<file path="config.mk">
export PLATFORM = sky130hd
export DESIGN_NAME = instr_fetch_ctrl
export DESIGN_NICKNAME = d
export VERILOG_FILES = /design/src/rtl/cpu_pkg.sv /design/src/rtl/fetch_timeout_ctr.sv /design/src/rtl/instr_fetch_ctrl.sv
export SDC_FILE = /design/constraint.sdc
export NUM_CORES = 1
export LEC_CHECK = 0
export ABC_CLOCK_PERIOD_IN_PS = 5350
export CAP_MARGIN = 10
export CORE_MARGIN = 1
export CORE_UTILIZATION = 40
export CTS_BUF_LIST = sky130_fd_sc_hd__clkbuf_16
export DETAILED_ROUTE_END_ITERATION = 12
export PLACE_DENSITY_LB_ADDON = 0.2
export SLEW_MARGIN = 20
export SYNTH_ARGS = -nofsm -noshare
export SYNTH_HDL_FRONTEND = slang
export SYNTH_SLANG_ARGS = --single-unit
</file>
<file path="constraint.sdc">
create_clock -name clock -period 5.35 [get_ports clock]
set_input_delay 1.07 -clock clock [delete_from_list [all_inputs] [get_ports clock]]
set_output_delay 1.07 -clock clock [all_outputs]
set_load 0.03 [all_outputs]
</file>
<file path="src/rtl/cpu_pkg.sv">
// Shared CPU types and constants.
// Fetch FSM states, word width, PC step, default NOP.
package cpu_pkg;

  localparam int INSTR_W = 32;

  localparam logic [INSTR_W-1:0] PC_STEP = 32'd4;

  localparam logic [INSTR_W-1:0] DEFAULT_NOP_INSTR =
    32'h0000_0000;

  typedef enum logic [1:0] {
    S_IDLE,
    S_REQ,
    S_OUT,
    S_FAULT
  } fetch_state_t;

  function automatic logic is_aligned(
    input logic [INSTR_W-1:0] addr
  );
    return addr[1:0] == 2'b00;
  endfunction

endpackage

</file>
<file path="src/rtl/fetch_timeout_ctr.sv">
// Saturating wait counter: counts enabled cycles, clears on clear/reset.
// Ports: clock, reset, clear, enable in; expire out (count at LIMIT-1).
module fetch_timeout_ctr #(
  parameter int LIMIT = 16
) (
  input  logic clock,
  input  logic reset,
  input  logic clear,
  input  logic enable,
  output logic expire
);

  localparam int W = (LIMIT > 1) ? $clog2(LIMIT) : 1;
  localparam logic [W-1:0] LAST = W'(LIMIT - 1);

  logic [W-1:0] count;

  assign expire = (count == LAST);

  always_ff @(posedge clock) begin
    if (reset || clear) begin
      count <= '0;
    end else if (enable && !expire) begin
      count <= count + 1'b1;
    end
  end

endmodule

</file>
<file path="src/rtl/instr_fetch_ctrl.sv">
// Instruction fetch control: PC next-value, imem req/ack, decode valid/ready.
// Ports: clock/reset, estado_pc/prox_instrucao, mem_*, instr*, desvio, fault.
module instr_fetch_ctrl
  import cpu_pkg::*;
#(
  parameter int TIMEOUT_CYCLES = 16,
  parameter logic [INSTR_W-1:0] NOP_INSTR =
    DEFAULT_NOP_INSTR
) (
  input  logic               clock,
  input  logic               reset,
  input  logic [INSTR_W-1:0] estado_pc,
  output logic [INSTR_W-1:0] prox_instrucao,
  output logic               mem_req,
  output logic [INSTR_W-1:0] mem_addr,
  input  logic               mem_ack,
  input  logic [INSTR_W-1:0] mem_rdata,
  output logic [INSTR_W-1:0] instrucao,
  output logic [INSTR_W-1:0] instr_pc,
  output logic               instr_valid,
  input  logic               decode_ready,
  input  logic               desvio,
  input  logic [INSTR_W-1:0] alvo_desvio,
  output logic               fetch_fault
);

  fetch_state_t state;

  logic aligned;
  logic in_req;
  logic ack_hit;
  logic accept;
  logic expire;
  logic misalign;
  logic timeout;

  assign aligned = is_aligned(estado_pc);
  assign in_req  = !reset && (state == S_REQ);

  // No request is raised for an unaligned PC.
  assign mem_req  = in_req && aligned;
  assign mem_addr = estado_pc;

  // An ack only counts while our request is up.
  assign ack_hit  = mem_req && mem_ack;
  assign misalign = in_req && !aligned;
  assign timeout  = mem_req && !mem_ack && expire;

  assign accept = !reset
               && (state == S_OUT)
               && decode_ready;

  // PC loads every clock; holding means echoing it.
  always_comb begin
    prox_instrucao = estado_pc;
    if (reset) begin
      prox_instrucao = '0;
    end else if (accept) begin
      prox_instrucao = desvio
                     ? alvo_desvio
                     : estado_pc + PC_STEP;
    end
  end

  fetch_timeout_ctr #(
    .LIMIT (TIMEOUT_CYCLES)
  ) u_tmo (
    .clock  (clock),
    .reset  (reset),
    .clear  (!mem_req || mem_ack),
    .enable (mem_req && !mem_ack),
    .expire (expire)
  );

  always_ff @(posedge clock) begin
    if (reset) begin
      state       <= S_IDLE;
      instr_valid <= 1'b0;
      instrucao   <= NOP_INSTR;
      instr_pc    <= '0;
      fetch_fault <= 1'b0;
    end else begin
      unique case (state)
        S_IDLE: begin
          state <= S_REQ;
        end
        S_REQ: begin
          unique case (1'b1)
            misalign, timeout: begin
              state       <= S_FAULT;
              fetch_fault <= 1'b1;
              instr_valid <= 1'b0;
              instrucao   <= NOP_INSTR;
            end
            ack_hit: begin
              state       <= S_OUT;
              instr_valid <= 1'b1;
              instrucao   <= mem_rdata;
              instr_pc    <= estado_pc;
            end
            default: begin
              state <= S_REQ;
            end
          endcase
        end
        S_OUT: begin
          if (decode_ready) begin
            state       <= S_REQ;
            instr_valid <= 1'b0;
          end
        end
        S_FAULT: begin
          state       <= S_FAULT;
          fetch_fault <= 1'b1;
          instr_valid <= 1'b0;
          instrucao   <= NOP_INSTR;
        end
        default: begin
          state <= S_FAULT;
        end
      endcase
    end
  end

endmodule

</file>
==> impl_summary.log <==
INFO  metric status = finished, final reports clean
INFO  metric grt_first_pass_wirelength = 21.9 mm
INFO  metric insertedDiodeCount = 0
INFO  metric syn_area = ~4000 um2
INFO  metric area_growth = 62.0%
INFO  metric final_gp_congestion = 0.836
INFO  metric grt-ovfl-total = 0
INFO  metric r2r_cells = 5
INFO  metric total_nets_final = roughly 800
INFO  metric dp_cells = between 800 and 900
INFO  metric setup.reg_to_reg.worst_slack = 3410 ps
INFO  metric post_cts_hold_buffer_count = 0
INFO  metric post-cts-setup-buffers = 0
INFO  metric skew = 12.4 ps
INFO  metric final_cell_mix = clkdlybuf4s50_1, nand2_1, dfxtp_1
INFO  metric yosysSeqAreaShare = 35.8%
INFO  metric achievable-frequency = 202 MHz
INFO  metric final_common_cell = clkdlybuf4s50_1
INFO  metric timing.critical_path.fanout_max = 7
INFO  metric number_of_antenna_violations_at_the_first_check_in_global_routing = 0
INFO  metric crit_buf_inv = 2
INFO  metric ant_nets = 0
INFO  metric drive_above_1_share = 7.24%
INFO  metric hold_path_depth = 2
INFO  metric avgSynthCellArea = 7.62 um2
INFO  metric cts_made_buffers = 9
INFO  metric vias = 4657
INFO  metric drt-wirelength-per-cell = 16.9 um
INFO  metric timing.critical_path.slowest_stage_cell = clkdlybuf4s50_1
INFO  metric row_count = 36
INFO  metric required = ~4300 ps
INFO  metric die_w = between 100 and 150 um
INFO  metric net_count_synth = 632
INFO  metric coreArea = 9770 um2
INFO  metric finalHoldViolCount = 0
INFO  metric combinationalPowerShare = between 20% and 30%
INFO  metric layout_setup_ws = between 300 and 400 ps
INFO  metric grt_max_degree = 64
INFO  metric path_clk_slew = 50 ps
INFO  metric cell_internal_pwr = 1110 uW
INFO  metric holdPathEnd = instr_pc[30]$_SDFFE_PP0P_
INFO  metric clock_sink_count = 72
INFO  metric crit_type = primary input to output pin
INFO  metric cts_root_buf = clkbuf_16
INFO  metric clk_path_buf_depth = 2
INFO  metric critical-path-top-cell-by-count = clkdlybuf4s50_1
INFO  metric tightestPinTransition = about 680 ps
INFO  metric power.share.clock = a little over two fifths
INFO  metric holdCritStartpoint = instr_pc[30]$_SDFFE_PP0P_
INFO  metric tritoncts = built
INFO  metric critical_path.top_delay_family = buffers and inverters
INFO  metric final_core_util = 66.8%
INFO  metric detail_route.iter0.violations = around 270
INFO  metric slew_viol_final = 0
INFO  metric crit_chain = clkdlybuf4s50_1, ha_1, and2_2, nand4_4, or4_4, mux2i_1, a31oi_1, clkdlybuf4s50_1
INFO  metric sw_share = 27.8%
INFO  metric fin_tns_setup = 0 ps
INFO  metric layoutNonFillerInstCount = roughly 850
INFO  metric drc = 0
INFO  metric clock_latency = 330 ps
INFO  metric critPathCaptureType = output pin
INFO  metric start_kind = primary input
INFO  metric maxCapViolations = 0
INFO  metric nFillCells = 850
INFO  metric ir_drop_worst_case_vdd = between 0.1 and 0.15 mV
INFO  metric r2r_end = instr_pc[6]$_SDFFE_PP0P_
INFO  metric floorplan.io_pins = 232
INFO  metric initial_utilization = 41.2%
INFO  metric io_buffers = 231
INFO  metric stdcell_area = 6530 um2
INFO  metric synth_cell_type_count = 52
INFO  metric post-route-min-period = between 4000 and 5000 ps
INFO  metric power_density = 236 nW/um2
INFO  metric timing.rr.start = state[1]$_SDFFE_PP0N_
INFO  metric globalRouteTotalUtil = a little over a quarter
INFO  metric min_path_type = flop to flop
INFO  metric total_switching_power = about 430 uW
INFO  metric synth_warnings = 0
INFO  metric p_leak = 0.00234 uW
INFO  metric grt_setup_unrepaired = false
INFO  metric post_cts_resize_count = 0
INFO  metric worst_path_largest_cell_delay = 700 ps
INFO  metric placed_cell_area = ~6200 um2
INFO  metric timing.final.crit_share = 92.7%
INFO  metric arrival = 3890 ps
INFO  metric drt_wl_total = between 10 and 15 mm
INFO  metric cts_max_level = 3
INFO  metric synth-seq-cells = slightly above 70
INFO  metric first_pass_detailed_route_iteration_total = 5
INFO  metric post-dp-hpwl = 10.6 mm
INFO  metric via_per_inst = 5.47
INFO  metric die_height = 102 um
INFO  metric max-slew-margin-rel = 54.5%
INFO  metric report.final.setup_viol = 0
INFO  metric synthCells = 529
INFO  metric via_count_of_the_first_global_routing_pass = roughly 4.4k
INFO  metric die_area = between 10000 and 15000 um2
INFO  metric worst_setup_slack_before_clock_tree_synthesis = 390 ps
INFO  metric sequentialPowerShare = 35.8%
## flip-flops by register name, indices dropped and copies added, names as in the netlist
| register | count |
|---|---|
| u_tmo.count | 4 |
| instr_valid | 1 |
| instr_pc | 32 |
| state | 2 |
| fetch_fault | 1 |
| instrucao | 32 |
## Yosys cell counts (all sizes together)
cell type  count  share of area (%)
nor4           7                1.5
o31ai          1               0.19
a31o           1               0.22
and4           3               0.71
nor2          31                2.9
or3            5               0.81
a22o          33                7.2
nand3         18                2.2
a31oi          9                1.4
o21ai         25                3.1
buf           45                7.7
o311ai         2               0.43
ha             2               0.62
nand4         13                2.4
a32o           2               0.50
nand3b         2               0.37
mux2i          4               0.99
a32oi          2               0.43
o211ai         2               0.37
nor3          16                2.0
a22oi          4               0.75
a2bb2oi        1               0.22
o211a          1               0.25
nor3b          2               0.37
nand2         93                8.7
or4            2               0.50
nand2b         2               0.31
a21o           5               0.93
xnor2          1               0.22
and2           3               0.50
nor2b          1               0.16
o22ai          2               0.31
clkbuf        26                2.4
a211oi         9                1.7
inv            7               0.65
a311o          3               0.75
a21oi         60                7.5
and3           6               0.96
or2            2               0.31
dfxtp         72                 36
a311oi         2               0.43
o41ai          1               0.22
and3b          1               0.22
## power by group through the flow
stage               logic (uW)  clock network, uW  registers [uW]
global route               359                685             551
CTS                        339                656             550
detailed placement         337                  0             562
floorplan                  161                  0             572
finish                     338                648             550
global placement           334                  0             561
## final cells by class
class / instances / area [um2] / area share (%)
timing repair buffer: 244 / 2410 / 36.9
tap: 133 / 166 / 2.55
clock inverter: 7 / 95.1 / 1.46
multi-input combinational: 379 / 2160 / 33.2
clock buffer: 9 / 225 / 3.45
sequential: 72 / 1440 / 22.1
inverter: 7 / 26.3 / 0.403
## how the worst max path moves through the flow
stage / cells past startpoint / slack, ps / start / end
after CTS: 8 / 380 / estado_pc[2] / prox_instrucao[24]
after global placement: 8 / 440 / estado_pc[2] / prox_instrucao[24]
final: 8 / 390 / estado_pc[2] / prox_instrucao[24]
after global routing: 8 / 250 / estado_pc[2] / prox_instrucao[24]
after detailed placement: 8 / 390 / estado_pc[2] / prox_instrucao[24]
after floorplan: 5 / 1090 / estado_pc[5] / prox_instrucao[31]
## per-layer routing
metal | wire (um) | GRT usage, %
met5 | 0 | 0
met4 | 300 | 10.7
met3 | 1210 | 8.48
met2 | 7130 | 46.8
met1 | 5770 | 31.4
## tightest hold or removal path, stage by stage (launching register included)
cell and delay (ps):
dfxtp_1 310, nand2_1 50, a21oi_1 50
## logic make-up after synthesis
family / count (synthesis) / share of synthesized area (%)
fa+ha+maj: 2 / 0.621
simple gates: 207 / 24.8
compound gates: 165 / 26.8
xor+xnor: 1 / 0.217
mux: 4 / 0.994
buf+inv: 78 / 10.7
flops: 72 / 35.8
## through the flow
stage	hold slack, ps	total power [uW]
after floorplan	461	733
after global placement	441	895
after detailed placement	446	898
after CTS	454	1540
after global routing	467	1600
final	453	1540
No activity file was read; power rests on OpenSTA's default activity.
